**src/rtl/alu_share_arbiter_pkg.sv**
```systemverilog
// Shared types and widths for the ALU-sharing arbiter: ALU function codes and FSM states.
package alu_share_arbiter_pkg;

    localparam int DATA_W = 32;
    localparam int FUN_W  = 4;

    typedef enum logic [3:0] {
        ALU_ADD  = 4'b0000,
        ALU_SLL  = 4'b0001,
        ALU_SLT  = 4'b0010,
        ALU_SLTU = 4'b0011,
        ALU_XOR  = 4'b0100,
        ALU_SRL  = 4'b0101,
        ALU_OR   = 4'b0110,
        ALU_AND  = 4'b0111,
        ALU_SUB  = 4'b1000,
        ALU_LUI  = 4'b1001,
        ALU_SRA  = 4'b1101
    } alu_fun_t;

    typedef enum logic {
        ST_IDLE = 1'b0,
        ST_EXEC = 1'b1
    } state_t;

endpackage

```
**src/rtl/alu_share_arbiter_if.sv**
```systemverilog
// Request/response bundle between NREQ requesters and the shared-ALU arbiter.
interface alu_share_arbiter_if
    import alu_share_arbiter_pkg::*;
#(
    parameter int NREQ = 2
);
    logic [NREQ-1:0]             req_valid;
    logic [NREQ-1:0]             req_ready;
    logic [NREQ-1:0][DATA_W-1:0] req_srca;
    logic [NREQ-1:0][DATA_W-1:0] req_srcb;
    logic [NREQ-1:0][FUN_W-1:0]  req_fun;
    logic [NREQ-1:0]             resp_valid;
    logic [NREQ-1:0]             resp_ready;
    logic [NREQ-1:0][DATA_W-1:0] resp_result;

    modport master (
        output req_valid, req_srca, req_srcb, req_fun, resp_ready,
        input  req_ready, resp_valid, resp_result
    );

    modport slave (
        input  req_valid, req_srca, req_srcb, req_fun, resp_ready,
        output req_ready, resp_valid, resp_result
    );
endinterface

```
**src/rtl/alu_share_arbiter_alu.sv**
```systemverilog
// Combinational 32-bit ALU; unknown function codes produce zero.
module alu_share_arbiter_alu
    import alu_share_arbiter_pkg::*;
(
    input  logic [DATA_W-1:0] srca,
    input  logic [DATA_W-1:0] srcb,
    input  logic [FUN_W-1:0]  fun,
    output logic [DATA_W-1:0] result
);

    // Function decode; shift amounts come from the low five bits of srcb.
    always_comb begin
        result = {DATA_W{1'b0}};
        case (fun)
            ALU_ADD:  result = srca + srcb;
            ALU_SLL:  result = srca << srcb[4:0];
            ALU_SLT:  result = {{(DATA_W-1){1'b0}}, ($signed(srca) < $signed(srcb))};
            ALU_SLTU: result = {{(DATA_W-1){1'b0}}, (srca < srcb)};
            ALU_XOR:  result = srca ^ srcb;
            ALU_SRL:  result = srca >> srcb[4:0];
            ALU_OR:   result = srca | srcb;
            ALU_AND:  result = srca & srcb;
            ALU_SUB:  result = srca - srcb;
            ALU_LUI:  result = {srca[31:12], 12'h000};
            ALU_SRA:  result = $signed(srca) >>> srcb[4:0];
            default:  result = {DATA_W{1'b0}};
        endcase
    end

endmodule

```
**src/rtl/alu_share_arbiter.sv**
```systemverilog
// Round-robin arbiter sharing one ALU among NREQ requesters, with a held result slot
// per requester. One operation every two cycles: accept in IDLE, evaluate in EXEC.
module alu_share_arbiter
    import alu_share_arbiter_pkg::*;
#(
    parameter int NREQ = 2
)
(
    input  logic                 clk,
    input  logic                 rst,
    alu_share_arbiter_if.slave   bus,
    output logic                 busy
);

    localparam int IDXW = (NREQ > 1) ? $clog2(NREQ) : 1;

    state_t                      state_r;
    logic [IDXW-1:0]             rr_last_r;
    logic [IDXW-1:0]             op_idx_r;
    logic [DATA_W-1:0]           op_srca_r;
    logic [DATA_W-1:0]           op_srcb_r;
    logic [FUN_W-1:0]            op_fun_r;
    logic [NREQ-1:0]             resp_valid_r;
    logic [NREQ-1:0][DATA_W-1:0] resp_result_r;
    logic                        busy_r;

    logic [NREQ-1:0]             elig_s;
    logic [IDXW:0]               pick_s;
    logic                        grant_ok_s;
    logic [IDXW-1:0]             grant_s;
    logic [NREQ-1:0]             req_ready_s;
    logic [DATA_W-1:0]           alu_result_s;

    // First eligible index after 'last', wrapping; MSB of the return flags a hit.
    function automatic logic [IDXW:0] rr_pick(input logic [NREQ-1:0] elig,
                                              input logic [IDXW-1:0] last);
        logic [IDXW:0]   pick;
        logic [IDXW-1:0] idx;
        pick = {(IDXW+1){1'b0}};
        for (int k = NREQ; k >= 1; k--) begin
            idx = IDXW'((int'(last) + k) % NREQ);
            if (elig[idx]) begin
                pick = {1'b1, idx};
            end
        end
        return pick;
    endfunction

    // A requester with an unconsumed result waits until its slot has been read.
    assign elig_s     = bus.req_valid & ~resp_valid_r;
    assign pick_s     = rr_pick(elig_s, rr_last_r);
    assign grant_ok_s = pick_s[IDXW];
    assign grant_s    = pick_s[IDXW-1:0];

    // Accept strobe: only while idle, and only for the winning requester.
    always_comb begin
        req_ready_s = {NREQ{1'b0}};
        if ((state_r == ST_IDLE) && grant_ok_s) begin
            req_ready_s[grant_s] = 1'b1;
        end else begin
            req_ready_s = {NREQ{1'b0}};
        end
    end

    alu_share_arbiter_alu u_alu (
        .srca   (op_srca_r),
        .srcb   (op_srcb_r),
        .fun    (op_fun_r),
        .result (alu_result_s)
    );

    // Arbitration FSM, operand latch, result slots and consume handling.
    always_ff @(posedge clk) begin
        if (rst) begin
            state_r       <= ST_IDLE;
            rr_last_r     <= IDXW'(NREQ - 1);
            op_idx_r      <= {IDXW{1'b0}};
            op_srca_r     <= {DATA_W{1'b0}};
            op_srcb_r     <= {DATA_W{1'b0}};
            op_fun_r      <= {FUN_W{1'b0}};
            resp_valid_r  <= {NREQ{1'b0}};
            resp_result_r <= {(NREQ*DATA_W){1'b0}};
            busy_r        <= 1'b0;
        end else begin
            for (int i = 0; i < NREQ; i++) begin
                if (resp_valid_r[i] && bus.resp_ready[i]) begin
                    resp_valid_r[i] <= 1'b0;
                end
            end
            case (state_r)
                ST_IDLE: begin
                    if (grant_ok_s) begin
                        op_srca_r <= bus.req_srca[grant_s];
                        op_srcb_r <= bus.req_srcb[grant_s];
                        op_fun_r  <= bus.req_fun[grant_s];
                        op_idx_r  <= grant_s;
                        rr_last_r <= grant_s;
                        state_r   <= ST_EXEC;
                        busy_r    <= 1'b1;
                    end else begin
                        state_r   <= ST_IDLE;
                        busy_r    <= 1'b0;
                    end
                end
                ST_EXEC: begin
                    resp_result_r[op_idx_r] <= alu_result_s;
                    resp_valid_r[op_idx_r]  <= 1'b1;
                    state_r                 <= ST_IDLE;
                    busy_r                  <= 1'b0;
                end
                default: begin
                    state_r <= ST_IDLE;
                    busy_r  <= 1'b0;
                end
            endcase
        end
    end

    assign bus.req_ready   = req_ready_s;
    assign bus.resp_valid  = resp_valid_r;
    assign bus.resp_result = resp_result_r;
    assign busy            = busy_r;

endmodule

```
**src/flat_wrapper.sv**
```systemverilog
// flat-port wrapper written by rule: the top's interface ports become plain ports
module alu_share_arbiter_flat import alu_share_arbiter_pkg::*;
#(
    parameter int NREQ = 2
)
  (clk, rst, busy, bus_req_valid, bus_req_srca, bus_req_srcb, bus_req_fun, bus_resp_ready, bus_req_ready, bus_resp_valid, bus_resp_result);
  alu_share_arbiter_if #(.NREQ(NREQ)) bus_i ();
  input  logic clk;
  input  logic rst;
  output logic busy;
  input wire logic [$bits(bus_i.req_valid)-1:0] bus_req_valid;
  input wire logic [$bits(bus_i.req_srca)-1:0] bus_req_srca;
  input wire logic [$bits(bus_i.req_srcb)-1:0] bus_req_srcb;
  input wire logic [$bits(bus_i.req_fun)-1:0] bus_req_fun;
  input wire logic [$bits(bus_i.resp_ready)-1:0] bus_resp_ready;
  output wire logic [$bits(bus_i.req_ready)-1:0] bus_req_ready;
  output wire logic [$bits(bus_i.resp_valid)-1:0] bus_resp_valid;
  output wire logic [$bits(bus_i.resp_result)-1:0] bus_resp_result;
  assign bus_i.req_valid = bus_req_valid;
  assign bus_i.req_srca = bus_req_srca;
  assign bus_i.req_srcb = bus_req_srcb;
  assign bus_i.req_fun = bus_req_fun;
  assign bus_i.resp_ready = bus_resp_ready;
  assign bus_req_ready = bus_i.req_ready;
  assign bus_resp_valid = bus_i.resp_valid;
  assign bus_resp_result = bus_i.resp_result;
  alu_share_arbiter #(.NREQ(NREQ)) u_core (.clk(clk), .rst(rst), .bus(bus_i), .busy(busy));
endmodule
```
**config.mk**
```make
export PLATFORM = sky130hd
export DESIGN_NAME = alu_share_arbiter_flat
export DESIGN_NICKNAME = d
export VERILOG_FILES = /design/src/rtl/alu_share_arbiter_pkg.sv /design/src/rtl/alu_share_arbiter_if.sv /design/src/rtl/alu_share_arbiter_alu.sv /design/src/rtl/alu_share_arbiter.sv /design/src/flat_wrapper.sv
export SDC_FILE = /design/constraint.sdc
export NUM_CORES = 1
export LEC_CHECK = 0
export BUFFER_PORTS_ARGS = -buffer_cell sky130_fd_sc_hd__buf_2
export CAP_MARGIN = 10
export CELL_PAD_IN_SITES_DETAIL_PLACEMENT = 0
export CELL_PAD_IN_SITES_GLOBAL_PLACEMENT = 1
export CORE_UTILIZATION = 31
export CTS_CLUSTER_SIZE = 30
export DETAILED_ROUTE_END_ITERATION = 6
export HOLD_SLACK_MARGIN = 0.06
export PLACE_DENSITY_LB_ADDON = 0.1
export SETUP_SLACK_MARGIN = 0.05
export SLEW_MARGIN = 20
export SYNTH_ARGS = -nofsm -noshare
export SYNTH_HDL_FRONTEND = slang
export SYNTH_SLANG_ARGS = --single-unit
export TNS_END_PERCENT = 20
```
**constraint.sdc**
```tcl
create_clock -name clk -period 9.7 [get_ports clk]
set_input_delay 1.455 -clock clk [delete_from_list [all_inputs] [get_ports clk]]
set_output_delay 1.455 -clock clk [all_outputs]
set_load 0.02 [all_outputs]
```
==> results of run 1 <==
per-layer routing:
layer	vias to the layer above	track usage	wire length (um)	part of all wire
met5	-	0	0	0
met4	0	0.136	2880	0.042
li1	7181	-	-	-
met1	7709	0.431	31700	0.46
met2	843	0.429	28500	0.41
met3	130	0.0514	5600	0.082
cell usage in the layout (no fill, tap or decap), types with 14 or more instances in the layout:
master	netlist	final
sky130_fd_sc_hd__nor2_1	301	300
sky130_fd_sc_hd__buf_2	30	209
sky130_fd_sc_hd__a21oi_1	148	148
sky130_fd_sc_hd__dfxtp_1	137	132
sky130_fd_sc_hd__nand2_1	122	122
sky130_fd_sc_hd__o21ai_0	107	107
sky130_fd_sc_hd__ha_1	101	101
sky130_fd_sc_hd__inv_1	97	96
sky130_fd_sc_hd__a222oi_1	76	76
sky130_fd_sc_hd__a211oi_1	75	75
sky130_fd_sc_hd__mux2i_1	40	40
sky130_fd_sc_hd__mux4_2	38	38
sky130_fd_sc_hd__nor3_1	39	36
sky130_fd_sc_hd__buf_4	8	36
sky130_fd_sc_hd__o211ai_1	26	26
sky130_fd_sc_hd__nand3_1	24	24
sky130_fd_sc_hd__nand2b_1	20	20
sky130_fd_sc_hd__nor4_1	20	20
sky130_fd_sc_hd__mux2_2	20	20
sky130_fd_sc_hd__clkbuf_16	0	17
sky130_fd_sc_hd__a21o_1	16	15
sky130_fd_sc_hd__o21bai_1	14	14
sky130_fd_sc_hd__o221ai_1	14	14
logic make-up after synthesis:
| group | after synthesis | share of synthesized area |
|---|---|---|
| flops | 137 | 0.197 |
| buf+inv | 267 | 0.0789 |
| simple gates | 589 | 0.186 |
| xor+xnor | 9 | 0.00567 |
| compound gates | 647 | 0.330 |
| mux | 100 | 0.108 |
| fa+ha+maj | 103 | 0.0937 |
cell type report:
| type | instances | area, um^2 | share of cell area |
|---|---|---|---|
| multi-input combinational | 1448 | 10100 | 0.635 |
| sequential | 137 | 2750 | 0.173 |
| timing repair buffer | 245 | 1320 | 0.0826 |
| tap | 592 | 741 | 0.0465 |
| clock buffer | 18 | 439 | 0.0276 |
| inverter | 100 | 375 | 0.0236 |
| clock inverter | 14 | 184 | 0.0115 |
| antenna | 2 | 5.00 | 0.000314 |
worst register-to-register path: cells and delay by family (launching register included):
family,cells,cell delay [ns]
compound gates,9,2.98
simple gates,1,0.18
buf+inv,2,0.60
flops,1,0.34
fa+ha+maj,1,0.46
state kept, by name (all words and copies together), names as in the netlist:
signal and cells:
u_core.bus.resp_result 64, u_core.bus.resp_valid 2, u_core.op_fun_r 4, u_core.op_idx_r 1, u_core.op_srca_r 32, u_core.op_srcb_r 32
u_core.rr_last_r 1, u_core.state_r 1
per-stage QoR:
stage	util	std cells
2_1_floorplan	-	1852
3_3_place_gp	0.346	2522
3_5_place_dp	0.346	2522
4_1_cts	0.360	2554
5_1_grt	0.360	2554
6_report	0.360	2556
report_power, final:
part | internal, uW | leakage [uW] | total, uW | switching (uW)
logic | 403 | 0.00488 | 1190 | 786
registers | 612 | 0.00113 | 703 | 91.4
clock network | 415 | 0.000299 | 697 | 282
total | 1430 | 0.00630 | 2590 | 1160
final timing paths:
kind	start	to	slack (ns)
worst max-delay path	u_core.op_srcb_r[2]	u_core.bus.resp_result[32]	4.99
worst min-delay path	u_core.bus.resp_result[46]	u_core.bus.resp_result[46]	0.46
worst max register to register	u_core.op_srcb_r[2]	u_core.bus.resp_result[32]	4.99
worst min register to register	u_core.bus.resp_result[46]	u_core.bus.resp_result[46]	0.46
==> impl_table.tex, run 1 <==
\begin{tabular}{lr}
\hline
Metric & Value \\
\hline
\multicolumn{2}{l}{\textbf{Floorplanning}} \\
Number of top-level pins & 211 \\
Number of standard-cell rows in the floorplan & 77 \\
Die Span Y & 214 um \\
Area of the core & 0.0442 mm\^{}2 \\
Area of the die & 0.0457 mm\^{}2 \\
Initial core utilization & 0.315 \\
Die X-Extent & about 210 um \\
\multicolumn{2}{l}{\textbf{Setup path}} \\
Worst R2R Path Depth & 13 \\
CP bufs+invs & 2 \\
WP data arrival & $\sim$5 ns \\
Type of element launching the critical path & flop \\
Critical setup path kind & reg -> reg \\
Max stage delay cell, worst path & sky130\_fd\_sc\_hd\_\_a2111oi\_0 \\
Critical Path Sink Type & flop \\
Critical-path cell list & inv\_2, buf\_4, ha\_1, nor2\_1, o21ai\_1, a311oi\_1, o211ai\_1, a21boi\_0, o2111ai\_1, a21oi\_1, a21oi\_1, a2111oi\_0, a211oi\_1 \\
Max stage delay on crit path & between 0.7 and 0.8 ns \\
Worst path depth & 13 \\
WP data required & 10.01 ns \\
Most common cell type on the critical path & sky130\_fd\_sc\_hd\_\_a21oi\_1 \\
Highest net fanout along the worst path & approximately 50 \\
Cell family with the largest share of critical-path delay & compound AO/OA/AOI/OAI gates \\
\multicolumn{2}{l}{\textbf{Clocking}} \\
Clk sinks & 137 \\
CTS tree & yes \\
H-tree levels & 4 \\
CTS root buffer & sky130\_fd\_sc\_hd\_\_clkbuf\_16 \\
Quantity of gates resized following cts & 0 \\
Clock latency reported for the late side of the worst-skew pair & about 0.48 ns \\
\# hold bufs at CTS & 0 \\
Clock buffer count from CTS & 17 \\
Number of setup buffers added after CTS & 0 \\
Maximum root-to-sink buffer count & 2 \\
Worst-path clk slew & 0.06 ns \\
\multicolumn{2}{l}{\textbf{Worst hold path}} \\
HP Class & reg -> reg \\
Hold-critical path depth & 2 \\
\multicolumn{2}{l}{\textbf{Placed design}} \\
Port bufs & 210 \\
Placer Congestion & 1.02 \\
Placed Instance Area & 0.0153 mm\^{}2 \\
Worst slack, placed & 5.12 ns \\
Dpl hpwl & 53.1 mm \\
\multicolumn{2}{l}{\textbf{Pwr}} \\
Max rail drop VDD & 0.000114 V \\
Leakage power of the design & 0.00630 uW \\
Power density relative to cell area & 162 mW/mm\^{}2 \\
PnR Total Power & 2590 uW \\
\multicolumn{2}{l}{\textbf{STA}} \\
Time the final worst path needs with I/O delays and setup & 4.71 ns \\
Fin Clk Skew & 0.0264 ns \\
Part of the cycle the worst path needs & 0.486 \\
Slew at the pin with the worst max-slew slack & 1.00 ns \\
Setup tns final & 0 ns \\
Max frequency & $\sim$0.21 GHz \\
Number of failing setup endpoints in the final timing report & 0 \\
Post-route setup slack & roughly 5.0 ns \\
Hold Fails Final Rpt & 0 \\
Hold slack & 0.462 ns \\
Max-slew violation count & 0 \\
Headroom to the max-slew limit & 0.330 \\
Unrepaired setup endpoints after global routing & no \\
\multicolumn{2}{l}{\textbf{Outcome}} \\
Violations in the final reports & DRC \\
Outcome & finished, violations left \\
\multicolumn{2}{l}{\textbf{Yosys}} \\
Flops \& latches, synth & 137 \\
Post-synth net total & 2097 \\
Cell taking the most area after synthesis & sky130\_fd\_sc\_hd\_\_dfxtp\_1 \\
Top area cells in the synthesized netlist & sky130\_fd\_sc\_hd\_\_dfxtp\_1 (20\%), sky130\_fd\_sc\_hd\_\_ha\_1 (9.1\%), sky130\_fd\_sc\_hd\_\_nor2\_1 (8.1\%) \\
Mean cell area of the mapped netlist & between 7 and 8 um\^{}2 \\
Number of instances in the synthesized netlist & 1852 \\
Post-synth design cell area & 0.0139 mm\^{}2 \\
Top FF cell, synth & sky130\_fd\_sc\_hd\_\_dfxtp\_1 \\
Number of flops mapped to enable cells by yosys & 0 \\
Post-synthesis sequential area ratio & 0.197 \\
Yosys warnings & 0 \\
Portion of synthesized cell area occupied by the leading cell type & 0.197 \\
Async SR Flop Fraction & 0 \\
Synth cell types & 91 \\
Leading cell types by count after synthesis & sky130\_fd\_sc\_hd\_\_nor2\_1 (301), sky130\_fd\_sc\_hd\_\_a21oi\_1 (148), sky130\_fd\_sc\_hd\_\_dfxtp\_1 (137) \\
Most repeated cell in the gate-level netlist after synthesis & sky130\_fd\_sc\_hd\_\_nor2\_1 \\
\multicolumn{2}{l}{\textbf{Cells and area}} \\
Fraction of layout cells with a size suffix above 1 & 0.189 \\
Number of nets in the layout & 2194 \\
Post-route cell area & roughly 0.016 mm\^{}2 \\
Syn-to-layout area delta & 14.5\% \\
Fill cells & between 4000 and 5000 \\
\multicolumn{2}{l}{\textbf{Global routing}} \\
Antenna violations before repair & 1 \\
Global-route wire length before repair & 99.8 mm \\
Total global routing track utilization & 0.299 \\
Number of global-route vias before repair & 14600 \\
Largest net degree at the start of global routing & between 80 and 90 \\
Global route total overflow & 0 \\
\multicolumn{2}{l}{\textbf{Route}} \\
Initial detailed-routing violation count & roughly 1800 \\
Routed wire length & $\sim$69 mm \\
First-pass iteration count of the detailed router & 7 \\
Detailed-route wire length per cell & 26.9 um \\
ANT nets after route & 0 \\
Number of vias after detailed routing & 15900 \\
Total DRC errors in the routed layout & 10 \\
Number of vias per cell & 6.21 \\
\multicolumn{2}{l}{\textbf{Flow run}} \\
Max-cap violation count & 0 \\
\hline
\end{tabular}
(Power assumes the default switching activity.)
==> inputs of run 2 (changes only) <==
--- a/config.mk
+++ b/config.mk
@@ -5,6 +5,7 @@
 export SDC_FILE = /design/constraint.sdc
 export NUM_CORES = 1
 export LEC_CHECK = 0
+export ABC_AREA = 1
 export BUFFER_PORTS_ARGS = -buffer_cell sky130_fd_sc_hd__buf_2
 export CAP_MARGIN = 10
 export CELL_PAD_IN_SITES_DETAIL_PLACEMENT = 0
==> constraint.sdc (replaced) <==
create_clock -name clk -period 4.6 [get_ports clk]
set_input_delay 0.69 -clock clk [delete_from_list [all_inputs] [get_ports clk]]
set_output_delay 0.69 -clock clk [all_outputs]
set_load 0.02 [all_outputs]
==> impl_table.tex, run 2 <==
\begin{tabular}{lr}
\hline
Metric & Value \\
\hline
\multicolumn{2}{l}{\textbf{Global routing}} \\
Antenna violations before repair & 2 (+1) \\
Number of global-route vias before repair & 19300 (+32\%) \\
Largest net degree at the start of global routing & 72 (-17\%) \\
Global route total overflow & 0 (unchanged) \\
Total global routing track utilization & 0.363 (+0.0643) \\
Global-route wire length before repair & 132 mm (+32\%) \\
\multicolumn{2}{l}{\textbf{Route}} \\
Initial detailed-routing violation count & 2093 (+14\%) \\
ANT nets after route & 0 (unchanged) \\
Number of vias after detailed routing & 20300 (+28\%) \\
Post-route met1 wirelength & 40.9 mm (+29\%) \\
Top metal layer carrying routed signals & met5 \\
First-pass iteration count of the detailed router & 6 (-1) \\
Metal2 WL & 41.0 mm (+44\%) \\
Wire length on met3 & 6.16 mm (+9.8\%) \\
Number of vias per cell & 5.56 (-10\%) \\
Total DRC errors in the routed layout & 0 (-10) \\
Routed wire length & 92.8 mm (+35\%) \\
Detailed-route wire length per cell & 25.5 um (-5.3\%) \\
\multicolumn{2}{l}{\textbf{STA}} \\
Hold slack & 0.431 ns (-0.0312 ns) \\
Slew at the pin with the worst max-slew slack & 1.10 ns (+0.0969 ns) \\
Max frequency & 0.273 GHz (+29\%) \\
Max-slew violation count & 0 (unchanged) \\
Hold Fails Final Rpt & 0 (unchanged) \\
Headroom to the max-slew limit & 0.261 (-0.0691) \\
Unrepaired setup endpoints after global routing & no \\
Fin Clk Skew & 0.0194 ns (-0.00693 ns) \\
Part of the cycle the worst path needs & 0.797 (+0.311) \\
Number of failing setup endpoints in the final timing report & 0 (unchanged) \\
Setup tns final & 0 ns (unchanged) \\
Time the final worst path needs with I/O delays and setup & 3.67 ns (-1.05 ns) \\
\multicolumn{2}{l}{\textbf{Clocking}} \\
Clock buffer count from CTS & 17 (unchanged) \\
Maximum root-to-sink buffer count & 2 (unchanged) \\
Quantity of gates resized following cts & 0 (unchanged) \\
Clk sinks & 137 (unchanged) \\
H-tree levels & 4 (unchanged) \\
Number of setup buffers added after CTS & 0 (unchanged) \\
\# hold bufs at CTS & 0 (unchanged) \\
Clock latency reported for the late side of the worst-skew pair & 0.51 ns (+0.03 ns) \\
CTS root buffer & sky130\_fd\_sc\_hd\_\_clkbuf\_16 \\
Worst-path clk slew & 0.07 ns (about the same) \\
CTS tree & yes \\
\multicolumn{2}{l}{\textbf{Floorplanning}} \\
Area of the die & 0.0510 mm\^{}2 (+12\%) \\
Initial core utilization & 0.316 (+0.00134) \\
Die X-Extent & 226 um (+5.6\%) \\
Number of top-level pins & 211 (unchanged) \\
Die Span Y & 226 um (+5.6\%) \\
Number of standard-cell rows in the floorplan & 81 (+5.2\%) \\
Area of the core & 0.0492 mm\^{}2 (+11\%) \\
\multicolumn{2}{l}{\textbf{Setup path}} \\
WP data arrival & 4.06 ns (-0.96 ns) \\
Type of element launching the critical path & flop \\
Critical Path Sink Type & flop \\
WP data required & 5.00 ns (-5.01 ns) \\
Highest net fanout along the worst path & 36 (-29\%) \\
Critical setup path kind & reg -> reg \\
\multicolumn{2}{l}{\textbf{Yosys}} \\
Top FF cell, synth & sky130\_fd\_sc\_hd\_\_dfxtp\_1 \\
Mean cell area of the mapped netlist & 5.47 um\^{}2 (-27\%) \\
Portion of synthesized cell area occupied by the leading cell type & 0.207 (+0.0102) \\
Number of instances in the synthesized netlist & 2839 (+53\%) \\
Number of flops mapped to enable cells by yosys & 0 (unchanged) \\
Async SR Flop Fraction & 0 (unchanged) \\
Flops \& latches, synth & 137 (unchanged) \\
Top area cells in the synthesized netlist & sky130\_fd\_sc\_hd\_\_nand2\_1 (21\%), sky130\_fd\_sc\_hd\_\_dfxtp\_1 (18\%), sky130\_fd\_sc\_hd\_\_nand3\_1 (15\%) \\
Post-synth design cell area & 0.0155 mm\^{}2 (+12\%) \\
Cell taking the most area after synthesis & sky130\_fd\_sc\_hd\_\_nand2\_1 \\
Post-synthesis sequential area ratio & 0.177 (-0.0205) \\
Synth cell types & 46 (-49\%) \\
Yosys warnings & 0 (unchanged) \\
Leading cell types by count after synthesis & sky130\_fd\_sc\_hd\_\_nand2\_1 (858), sky130\_fd\_sc\_hd\_\_nand3\_1 (455), sky130\_fd\_sc\_hd\_\_nor2\_1 (372) \\
Most repeated cell in the gate-level netlist after synthesis & sky130\_fd\_sc\_hd\_\_nand2\_1 \\
Post-synth net total & 3084 (+47\%) \\
\multicolumn{2}{l}{\textbf{Worst hold path}} \\
HP Class & in -> reg \\
\multicolumn{2}{l}{\textbf{Flow run}} \\
Max-cap violation count & 0 (unchanged) \\
\multicolumn{2}{l}{\textbf{Cells and area}} \\
Number of diodes & 0 (-2) \\
Number of nets in the layout & 3215 (+47\%) \\
Syn-to-layout area delta & 14.5\% (about the same) \\
Area taken by multi-input logic gates & 0.0109 mm\^{}2 (+7.9\%) \\
Fraction of layout cells with a size suffix above 1 & 0.107 (-0.0816) \\
Commonest cells after routing, fill and taps aside & sky130\_fd\_sc\_hd\_\_nand2\_1 (858), sky130\_fd\_sc\_hd\_\_nand3\_1 (455), sky130\_fd\_sc\_hd\_\_nor2\_1 (370) \\
Final design utilization & 0.362 (+0.00139) \\
Fill cells & 5763 (+21\%) \\
Cell Count, Final, Fillers Out & 3647 (+43\%) \\
Number of flip-flops under the largest register name & 64 (unchanged) \\
Most common cell after layout, fill and taps aside & sky130\_fd\_sc\_hd\_\_nand2\_1 \\
Register Area & 0.00275 mm\^{}2 (-0.27\%) \\
\multicolumn{2}{l}{\textbf{Pwr}} \\
Switching part of the total power & 0.512 (+0.0644) \\
PnR Total Power & 6010 uW (+130\%) \\
Max rail drop VDD & 0.000285 V (+150\%) \\
Power density relative to cell area & 338 mW/mm\^{}2 (+110\%) \\
Switching power summed over all nets & 3080 uW (+170\%) \\
Clock power frac & 0.260 (-0.009) \\
Part of the power in registers & 0.240 (-0.032) \\
Leakage power of the design & 0.00911 uW (+44\%) \\
Fraction of power consumed by combinational cells & 0.499 (+0.040) \\
Internal power summed over all cells & 2930 uW (+100\%) \\
\multicolumn{2}{l}{\textbf{Outcome}} \\
Outcome & finished, final reports clean \\
\multicolumn{2}{l}{\textbf{Placed design}} \\
Dpl hpwl & 76.2 mm (+44\%) \\
Placer Congestion & 1.02 (-0.22\%) \\
Port bufs & 210 (unchanged) \\
Placed Instances & 3615 (+43\%) \\
\hline
\end{tabular}
==> run 2: changes by cell type after synthesis, sizes merged, moves of 23 or more <==
cell	previous run	this run
nand4	11	59
clkbuf	119	73
mux4	38	0
nand3	24	456
o21ai	116	88
a211oi	76	1
a21oi	149	83
mux2i	40	0
a221oi	13	36
inv	99	339
a31oi	13	39
nor2	302	383
a222oi	76	0
nand2	122	861
==> run 2: path summary, 6_finish.rpt <==
check,depth (start not counted),startpoint,endpoint,slack [ns]
worst min register to register,2,u_core.rr_last_r,u_core.rr_last_r,0.49
worst min-delay path,3,bus_req_srca[13],u_core.op_srca_r[13],0.43
worst max register to register,14,u_core.op_srcb_r[0],u_core.bus.resp_result[56],0.93
worst max-delay path,14,u_core.op_srcb_r[0],u_core.bus.resp_result[56],0.93
==> run 2: routing by layer <==
metal	vias up	track usage
met5	-	0
li1	9511	-
met4	4	0.174
met1	9636	0.480
met3	188	0.0570
met2	936	0.573
==> run 2: logic make-up (layout without fill, tap and decap cells) <==
family          count (synthesis)  count (layout)  synth area share
compound gates                312             312             0.123
xor+xnor                        1               1          0.000564
fa+ha+maj                     103             103            0.0840
buf+inv                       480             624             0.122
flops                         137             137             0.177
simple gates                 1806            1806             0.494
==> run 2: through the flow <==
stage	instance area, um^2	setup WS, ns
6_report	17800	0.935
3_5_place_dp	17200	1.06
5_1_grt	17800	0.840
4_1_cts	17800	1.05
2_1_floorplan	15500	1.99
3_3_place_gp	17200	1.07
==> run 2: worst max-delay path, cell delays in order (launching register included) <==
cell	delay (ns)
sky130_fd_sc_hd__dfxtp_1	0.34
sky130_fd_sc_hd__buf_4	0.44
sky130_fd_sc_hd__ha_1	0.42
sky130_fd_sc_hd__fa_1	0.35
sky130_fd_sc_hd__nand2_1	0.10
sky130_fd_sc_hd__nand3_1	0.12
sky130_fd_sc_hd__nand2_1	0.17
sky130_fd_sc_hd__o21bai_1	0.52
sky130_fd_sc_hd__nand2_1	0.19
sky130_fd_sc_hd__nand3_1	0.14
sky130_fd_sc_hd__nand2_1	0.06
sky130_fd_sc_hd__nand3_1	0.07
sky130_fd_sc_hd__nand3_1	0.36
sky130_fd_sc_hd__nor2_1	0.21
sky130_fd_sc_hd__nor2_1	0.05
==> run 2: final cells by class <==
class	instances	share of cell area
well taps	664	0.0467
inverters	341	0.0720
clock buffers	18	0.0247
multi-input cells	2222	0.614
flip-flops and latches	137	0.154
clock inverters	14	0.0101
repair buffers	251	0.0780
==> run 2: power by group through the flow <==
stage	Combinational, uW	Sequential [uW]	Clock (uW)
4_1_cts	2930	1440	1590
2_1_floorplan	1780	1450	0
5_1_grt	3230	1450	1620
3_3_place_gp	2940	1460	0
6_report	3000	1440	1560
3_5_place_dp	2920	1460	0
